===== config.mk =====
export PLATFORM = sky130hd
export DESIGN_NAME = counter
export DESIGN_NICKNAME = d
export VERILOG_FILES = /design/src/rtl/counter.sv
export SDC_FILE = /design/constraint.sdc
export NUM_CORES = 1
export LEC_CHECK = 0
export ABC_AREA = 1
export BUFFER_PORTS_ARGS = -buffer_cell sky130_fd_sc_hd__buf_4
export CAP_MARGIN = 0
export CORE_AREA = 4 4 64 66
export DETAILED_ROUTE_END_ITERATION = 7
export DIE_AREA = 0 0 68 70
export GPL_TIMING_DRIVEN = 0
export PLACE_DENSITY_LB_ADDON = 0.05
export SYNTH_ARGS = -nofsm -noshare
export SYNTH_HDL_FRONTEND = slang
export SYNTH_SLANG_ARGS = --single-unit

===== constraint.sdc =====
create_clock -name clk -period 4 [get_ports clk]
set_clock_uncertainty 0.1 [all_clocks]
set_input_delay 0.6 -clock clk [delete_from_list [all_inputs] [get_ports clk]]
set_output_delay 0.6 -clock clk [all_outputs]
set_load 0.03 [all_outputs]

===== src/rtl/counter.sv =====
// ============================================================================
//  Module      : counter
//  Description : WIDTH-bit up/down counter with synchronous clear, load and a
//                registered overflow pulse. Define COUNTER_SATURATE_EN to hold
//                at the bound instead of wrapping.
//  Revision    : 1.0 - initial release
// ============================================================================
`default_nettype none

module counter #(
  parameter int WIDTH = 16
) (
  input  logic             clk,
  input  logic             rst,
  input  logic             clr,
  input  logic             en,
  input  logic             load,
  input  logic             down,
  input  logic [WIDTH-1:0] load_val,
  output logic [WIDTH-1:0] count,
  output logic             overflow
);

  localparam logic [WIDTH-1:0] c_MAX = {WIDTH{1'b1}};
  localparam logic [WIDTH-1:0] c_ONE = WIDTH'(1);

  logic [WIDTH-1:0] r_count;
  logic             r_overflow;

  logic             w_at_bound;
  logic [WIDTH-1:0] w_step;
  logic [WIDTH-1:0] w_next_en;

  // An enabled step from the bound in the current direction is the wrap point.
  assign w_at_bound = down ? (r_count == '0) : (r_count == c_MAX);
  assign w_step     = down ? (r_count - c_ONE) : (r_count + c_ONE);

`ifdef COUNTER_SATURATE_EN
  assign w_next_en = w_at_bound ? r_count : w_step;
`else
  assign w_next_en = w_step;
`endif

  always_ff @(posedge clk) begin
    if (rst || clr) begin
      r_count    <= '0;
      r_overflow <= 1'b0;
    end else if (load) begin
      r_count    <= load_val;
      r_overflow <= 1'b0;
    end else if (en) begin
      r_count    <= w_next_en;
      r_overflow <= w_at_bound;
    end else begin
      r_overflow <= 1'b0;
    end
  end

  assign count    = r_count;
  assign overflow = r_overflow;

endmodule

`default_nettype wire


; ---- Word-level counts from Yosys, hierarchy flattened
; Index checks and enable logic that the tools add are counted.
; W data, S select, Z words.
[totals]
out_inout_bits = 17
reg_bits = 17
elab_cells = 14
mem_bits_ro = 0
n_memories = 0
ram_bits = 0
in_bits = 22
latch_bits = 0
[op_classes]
magnitude_cmp = 0
n_shift = 0
n_mul = 0
n_eq_ne = 1
n_reduce_logical = 4
div = 0
n_addsub = 2
bitwise_logic = 1
n_mux = 4
[op_table]
columns = operator, n
row1 = $mux W16, 3
row2 = $add A16 B1 Y16 const B, 1
row3 = $eq A16 B16 Y1 const B, 1
row4 = $logic_not A16 Y1, 1
row5 = $sub A16 B1 Y16 const B, 1
row6 = $reduce_or A3 Y1, 1
row7 = $reduce_bool A2 Y1, 1
row8 = $logic_or A1 B1 Y1, 1
row9 = $mux W1, 1
row10 = $not A1 Y1, 1

; ---- Logic depth before layout (Yosys ltp)
; Gate-level depths: netlist of the first run.
[depth]
depth_word = 4
mapped_depth = 11
mapped_depth_nobuf = 11

; ---- Worst setup path after synthesis of the first run
; Ideal clock, no wire load.
[synth_timing]
kind = input port to flip-flop
from = input port down
to = register r_count[8], in the netlist count[8]
cell_stages = 7
setup_slack_ns = 2.161
t_required_ns = 3.830
setup_time_ns = 0.070
n_path_buf = 0
arrival_time_ns = 1.669
path_cell_list = fa_1 nand3_1 nand2_1 a21oi_2 xor2_1 nand2_1 a21oi_1
[synth_via]
elab_chain_len = 3
[synth_lines]
columns = element, line
row1 = start: declaration, 18  ; input logic down,
row2 = $mux W16, 36  ; assign w_step = down ? (r_count - c_ONE) : (r_count + c_ONE);
row3 = $mux W16, 51  ; end else if (en) begin
row4 = $mux W16, 48  ; end else if (load) begin
row5 = end signal: assignment, 49  ; r_count <= load_val;
row6 = end signal: assignment, 52  ; r_count <= w_next_en;
row7 = end: declaration, 27  ; logic [WIDTH-1:0] r_count;
; No other way between the ends. The select of a mux whose other input is x is not followed.
; A chain may end at the register's enable or synchronous reset.

; ---- Final worst setup path of the first run
; Ends and elaborated chain as after synthesis.

==> reports/results.env, run 1 <==
CTSHTREEMAXLEVEL=1
POSTCTSRESIZEDCELLS=0
FINAL_LAYOUT_SIZE_SUFFIX_GT1_FRAC=0.231
ROUTE.DETAILED.VIAS_PER_INST=5.06
SYNTH_TOP_FLOP_CELL='sky130_fd_sc_hd__dfxtp_1'
FINAL_ANTENNA_NET_COUNT=0
SYNTH_NETS=316
POWER_LEAKAGE_nW=1.09
GRT_REMAINING_OVERFLOW=0
AREA.GROWTH.SYNTH_TO_FINAL_PCT=21.1
SETUP_VIOLATIONS=0
WORSTPATHMAXFANOUT=18
GRT_MAX_DEGREE=19
LAYOUT.CELL_AREA.NON_FILLER_UM2=2090
TIGHTEST_SLEW_NS=0.550
FRACTION_OF_SYNTHESIS_FLOPS_USING_AN_ASYNCHRONOUS_SET_OR_RESET_PIN=0
TIMING.FINAL.MAX_SLEW_VIOLATIONS=0
WORST-ENDPOINT-ARRIVAL_NS=2.08
PLACE_HPWL_UM=3730
TOTAL_CLOCK_BUFFERS_CREATED_BY_CTS=3
MOST_COMMON_LIBRARY_CELL_IN_THE_LAYOUT_IGNORING_FILL_AND_TAPS='sky130_fd_sc_hd__nand2_1'
IOS=39
PLACEMENT.SETUP.WORST_SLACK_NS=1.74
MAX_FREQ_MHz=516
LAYOUT_WORST_PATH_CYCLE_SHARE=0.484
TIMING.MAX_CAP.VIOLATIONS=0
DPL-INSTANCE-AREA_UM2=2070
DIE-AREA_UM2=4760
DIE_HEIGHT_UM=70
FIRST_GLOBAL_VIAS=1587
POWER_DENSITY_OF_THE_PLACED_CELLS_nW_PER_UM2=223
PORT-BUFFER-COUNT=37
CP-START-KIND='input pin'
POST-ROUTE-WORST-SETUP-SLACK_NS=2.06
WORSTSKEWPAIRLATENCY_NS=0.30
ANTENNA_CELLS_INSERTED=0
FINALNONFILLERCELLS=368
YOSYSWARNINGCOUNT=0
DETAIL_ROUTE.WIRELENGTH_UM=4610
ROUTEDWLPERCELL_UM=12.5
TRITONCTS_NUM_SINKS=17
ROOT_BUFFER='sky130_fd_sc_hd__clkbuf_4'
PLACED_CELLS=364
FINAL_WEIGHTED_CONGESTION_IN_ROUTABILITY_DRIVEN_PLACEMENT=0.932
ROUTED-VIA-COUNT=1863
WIDTH_OF_THE_DIE_UM=68
SYNTH.YOSYS.SEQ_AREA_SHARE=0.197
CTS_HOLD_REPAIR.BUFFERS=0
TIMING.SLEW.HEADROOM=0.634
CLK_PIN_SLEW_NS=0.11
POST_SYNTH.CELL_AREA_AVG_UM2=6.19
FIRST_PASS_GRT_WIRE_LENGTH_UM=7400
RUN_STATUS='finished clean'
FINAL.SETUP.TNS_NS=0
DRTPASS1ITERATIONS=5
POST_SYNTHESIS_CELL_TYPE_COUNT=30
TIMING_HOLD_VIOLATIONS_FINAL=0
LAYOUT_MIN_CYCLE_TIME_NS=1.94
CLOCK_PATH_BUFFERS=2
NUM-NETS-FINAL=358
YS_SEQ_ELEMENTS=17
CTS_TREE='done'
RSZ0062_AT_GRT='no'
CORE_UM2=3580
NETLIST_AREA_UM2=1730
GRT_USE_TOTAL=0.201
NUMBER_OF_PLACEMENT_ROWS=22
DRCVIOLATIONCOUNT=0
START_UTIL=0.483
CP_DATA_REQUIRED_TIME_NS=4.14
CRITICAL_PATH_CLASS='in -> reg'
HOLD_PATH.CLASS='in -> reg'
LAYOUT_COMMON_CELLS='73 x sky130_fd_sc_hd__nand2_1, 42 x sky130_fd_sc_hd__inv_1, 37 x sky130_fd_sc_hd__buf_4, 20 x sky130_fd_sc_hd__a21oi_1'
DRT-INITIAL-DRC-COUNT=106
POST-CTS-SETUP-BUFFER-COUNT=0
WORSTSETUPENDPOINTTYPE='flip-flop'
SYNTH_EDF_COUNT=0
SYNTH_CELLS=279
IRDROPWORSTVDD_uV=136
NUMBER_OF_ANTENNA_VIOLATIONS_AT_THE_FIRST_CHECK_IN_GLOBAL_ROUTING=0
[sequential cells by signal, indices dropped and copies added (netlist names)]
name / count
overflow: 1
count: 16
[logic make-up (layout without fill, tap and decap cells)]
family | Yosys count | after routing | share of synthesized area
and+or+nand+nor | 139 | 139 | 0.368
buffers and inverters | 56 | 97 | 0.125
AOI/OAI and AO/OA | 46 | 46 | 0.167
DFF | 17 | 17 | 0.197
adders and majority gates | 15 | 15 | 0.113
xor gates and xnor gates | 6 | 6 | 0.0304
[where the power goes]
group	switching, mW	leakage [nW]	total (mW)	internal, mW
combinational	0.109	0.937	0.180	0.0714
sequential	0.00993	0.139	0.187	0.177
clock	0.0603	0.0150	0.0992	0.0389
total	0.179	1.09	0.466	0.287
[synthesized netlist by cell type (2+ instances only)]
| library cell | instances | area share |
|---|---|---|
| sky130_fd_sc_hd__nand3_1 | 17 | 0.049 |
| sky130_fd_sc_hd__inv_1 | 42 | 0.091 |
| sky130_fd_sc_hd__buf_2 | 4 | 0.012 |
| sky130_fd_sc_hd__o21ai_0 | 4 | 0.012 |
| sky130_fd_sc_hd__dfxtp_1 | 17 | 0.20 |
| sky130_fd_sc_hd__nor4_1 | 2 | 0.0072 |
| sky130_fd_sc_hd__a21oi_1 | 20 | 0.058 |
| sky130_fd_sc_hd__inv_2 | 8 | 0.017 |
| sky130_fd_sc_hd__ha_1 | 14 | 0.10 |
| sky130_fd_sc_hd__a22oi_1 | 14 | 0.061 |
| sky130_fd_sc_hd__xor2_1 | 5 | 0.025 |
| sky130_fd_sc_hd__nor2_2 | 4 | 0.014 |
| sky130_fd_sc_hd__a21oi_2 | 5 | 0.025 |
| sky130_fd_sc_hd__nor3_1 | 2 | 0.0058 |
| sky130_fd_sc_hd__nand2_2 | 9 | 0.033 |
| sky130_fd_sc_hd__nand2_1 | 73 | 0.16 |
| sky130_fd_sc_hd__nand3b_1 | 2 | 0.0087 |
| sky130_fd_sc_hd__nand4_1 | 7 | 0.025 |
| sky130_fd_sc_hd__or2_1 | 3 | 0.011 |
| sky130_fd_sc_hd__nor2_1 | 17 | 0.037 |
[worst paths after layout]
check / slack, ns / depth (start not counted) / end / startpoint
worst min-delay path: 0.44 / 4 / count[1] / rst
worst min register to register: 0.47 / 2 / count[2] / count[2]
worst max-delay path: 2.06 / 8 / count[8] / down
worst max register to register: 2.18 / 7 / count[8] / count[0]
[per-layer routing]
| metal | track usage | wire [um] | vias up |
|---|---|---|---|
| met1 | 0.276 | 2160 | 841 |
| li1 | - | - | 989 |
| met3 | 0.0305 | 197 | 4 |
| met4 | 0.0397 | 35 | 0 |
| met5 | 0 | 0 | - |
| met2 | 0.327 | 2220 | 29 |
[worst max-delay path, stage by stage]
cell	delay (ns)
sky130_fd_sc_hd__buf_4	0.20
sky130_fd_sc_hd__fa_1	0.51
sky130_fd_sc_hd__nand3_1	0.11
sky130_fd_sc_hd__nand2_1	0.14
sky130_fd_sc_hd__a21oi_2	0.17
sky130_fd_sc_hd__xor2_1	0.16
sky130_fd_sc_hd__nand2_1	0.07
sky130_fd_sc_hd__a21oi_1	0.11
[cell type report]
| type | instances | area (um^2) |
|---|---|---|
| well taps | 48 | 60.1 |
| repair buffers | 37 | 278 |
| flip-flops and latches | 17 | 340 |
| multi-input cells | 206 | 1170 |
| fillers | 381 | 1490 |
| clock buffers | 4 | 26.3 |
| plain buffers | 5 | 23.8 |
| inverters | 51 | 193 |
[metrics by stage]
stage,util,power (mW),hold slack (ns)
floorplan,-,0.313,0.545
global placement,0.577,0.368,0.444
detailed placement,0.577,0.371,0.452
CTS,0.585,0.471,0.435
global route,0.585,0.497,0.442
finish,0.585,0.466,0.439
No activity file was read; power rests on OpenSTA's default activity.
==> run 2: changes to the inputs <==
- clock period: 4 -> 1.88 ns (I/O delays scaled with it)
==> reports/results.env, run 2 (synthesized netlist as in run 1, its figures left out) <==
RUN_STATUS='finished clean'
POSTLAYOUTCOREUTIL=0.594
WORST_HOLD_PATH.NUM_CELLS=4
DIE_HEIGHT_UM=70
WORST_R2R_PATH_DEPTH=9
NUM-NETS-FINAL=358
FINAL_WEIGHTED_CONGESTION_IN_ROUTABILITY_DRIVEN_PLACEMENT=0.932
CLK_PIN_SLEW_NS=0.11
DRCVIOLATIONCOUNT=0
IRDROPWORSTVDD_uV=257
TOTAL_CLOCK_BUFFERS_CREATED_BY_CTS=3
CTS_TREE='done'
DIE-AREA_UM2=4760
GRT_USE_TOTAL=0.201
TIMING.CRITICAL_PATH.SLOWEST_STAGE_CELL='sky130_fd_sc_hd__dfxtp_2'
TIMING.SLEW.HEADROOM=0.644
PLACEMENT.SETUP.WORST_SLACK_NS=-0.0609
WORSTPATHMAXFANOUT=5
MAX_FREQ_MHz=584
CP-START-KIND='flip-flop'
AREA.GROWTH.SYNTH_TO_FINAL_PCT=23.0
CRITICAL_PATH_CLASS='reg -> reg'
CPPEAKSTAGEDELAY_NS=0.36
CRITICAL_PATH_DEPTH_IN_CELLS=9
POST-CTS-SETUP-BUFFER-COUNT=0
LARGEST_REG_FLOPS=16
FINAL_LAYOUT_SIZE_SUFFIX_GT1_FRAC=0.253
LAYOUT_COMMON_CELLS='73 x sky130_fd_sc_hd__nand2_1, 42 x sky130_fd_sc_hd__inv_1, 37 x sky130_fd_sc_hd__buf_4, 20 x sky130_fd_sc_hd__a21oi_1'
PORT-BUFFER-COUNT=37
WL_MET3_UM=223
CRITICAL-PATH-TOP-CELL-BY-COUNT='sky130_fd_sc_hd__nand2_1'
DETAIL_ROUTE.WIRELENGTH_UM=4650
POWER_LEAKAGE_nW=1.09
FINAL_ANTENNA_NET_COUNT=0
REPORT.POWER.TOTAL_uW=999
FIRST_GLOBAL_VIAS=1587
MOST_COMMON_LIBRARY_CELL_IN_THE_LAYOUT_IGNORING_FILL_AND_TAPS='sky130_fd_sc_hd__nand2_1'
START_UTIL=0.483
WORSTSETUPENDPOINTTYPE='flip-flop'
CP_DATA_REQUIRED_TIME_NS=2.02
LAYOUT_WORST_PATH_CYCLE_SHARE=0.911
MET2_WIRELENGTH_UM=2260
CP_NUM_BUF_INV=0
GRT_REMAINING_OVERFLOW=0
ANTENNA_CELLS_INSERTED=0
PLACE_HPWL_UM=3730
DRTPASS1ITERATIONS=4
DRT-INITIAL-DRC-COUNT=109
FIRST_PASS_GRT_WIRE_LENGTH_UM=7400
LAYOUT.CELL_AREA.NON_FILLER_UM2=2130
TIMING.FINAL.MAX_SLEW_VIOLATIONS=0
ROUTE.DETAILED.VIAS_PER_INST=5.07
POWER_DENSITY_OF_THE_PLACED_CELLS_nW_PER_UM2=470
TIMING.MAX_CAP.VIOLATIONS=0
CTSHTREEMAXLEVEL=1
HOLD_PATH.CLASS='in -> reg'
DPL-INSTANCE-AREA_UM2=2070
HIGHEST_LAYER='met4'
NUMBER_OF_PLACEMENT_ROWS=22
TIMING.CRITICAL_PATH.CELLS='ha_1 > or2_1 > nand3_1 > nand2_2 > nand2_1 > nand2_1 > nand2_1 > nand3_1 > a21oi_2'
CLOCK_PATH_BUFFERS=2
IOS=39
CPLARGESTDELAYFAMILY='simple AND/OR/NAND/NOR gates'
LAYOUT_MIN_CYCLE_TIME_NS=1.71
SETUP_VIOLATIONS=0
NUMBER_OF_ANTENNA_VIOLATIONS_AT_THE_FIRST_CHECK_IN_GLOBAL_ROUTING=0
WORST-ENDPOINT-ARRIVAL_NS=1.86
CORE_UM2=3580
WL_MET1_UM=2130
TIMING_HOLD_VIOLATIONS_FINAL=0
ROUTED-VIA-COUNT=1867
ROUTEDWLPERCELL_UM=12.6
WIDTH_OF_THE_DIE_UM=68
GRT_MAX_DEGREE=19
RSZ0062_AT_GRT='no'
WORSTSKEWPAIRLATENCY_NS=0.30
ROOT_BUFFER='sky130_fd_sc_hd__clkbuf_4'
TIGHTEST_SLEW_NS=0.534
TRITONCTS_NUM_SINKS=17
POST-ROUTE-WORST-SETUP-SLACK_NS=0.167
[run 2: changes by cell type in the layout (fill, tap and decap cells not counted)]
cell                      before  now
sky130_fd_sc_hd__ha_4          0    2
sky130_fd_sc_hd__dfxtp_2       0    3
sky130_fd_sc_hd__fa_1          1    0
sky130_fd_sc_hd__fa_2          0    1
sky130_fd_sc_hd__ha_1         14   11
sky130_fd_sc_hd__ha_2          0    1
sky130_fd_sc_hd__dfxtp_1      17   14
[run 2: metal layers]
layer | track usage | up-vias
li1 | - | 995
met1 | 0.276 | 836
met2 | 0.327 | 32
met3 | 0.0305 | 4
met4 | 0.0397 | 0
met5 | 0 | -
[run 2: timing repair]
item                                    CTS  global route
resized for setup                         0             7
endpoints found under the setup margin    0             6
hold buffers                              0             0
[run 2: worst min-delay path, delay by kind of cell]
| kind | cells | cell delay, ns |
|---|---|---|
| buffers and inverters | 2 | 0.11 |
| AND/OR/NAND/NOR | 2 | 0.10 |
[run 2: layout make-up]
type	instances	area, um^2
fillers	377	1450
multi-input cells	206	1200
flip-flops and latches	17	344
repair buffers	37	278
inverters	51	193
well taps	48	60.1
clock buffers	4	26.3
plain buffers	5	23.8
[run 2: power breakdown]
part           switching (mW)  total, mW  internal [mW]
logic                   0.233      0.391          0.158
registers              0.0219      0.399          0.377
clock network           0.127      0.210         0.0827
[run 2: worst paths after layout]
kind,startpoint,endpoint,slack (ns)
setup / recovery,count[3],count[14],0.17
hold / removal,rst,count[1],0.12
setup reg to reg,count[3],count[14],0.17
hold reg to reg,count[2],count[2],0.43
[run 2: per-stage QoR]
step	std cells	hold slack, ns	TNS (ns)
floorplan	279	0.344	0
global placement	364	0.439	-0.0769
detailed placement	364	0.443	-0.106
CTS	368	0.117	0
global route	368	0.124	0
finish	368	0.120	0
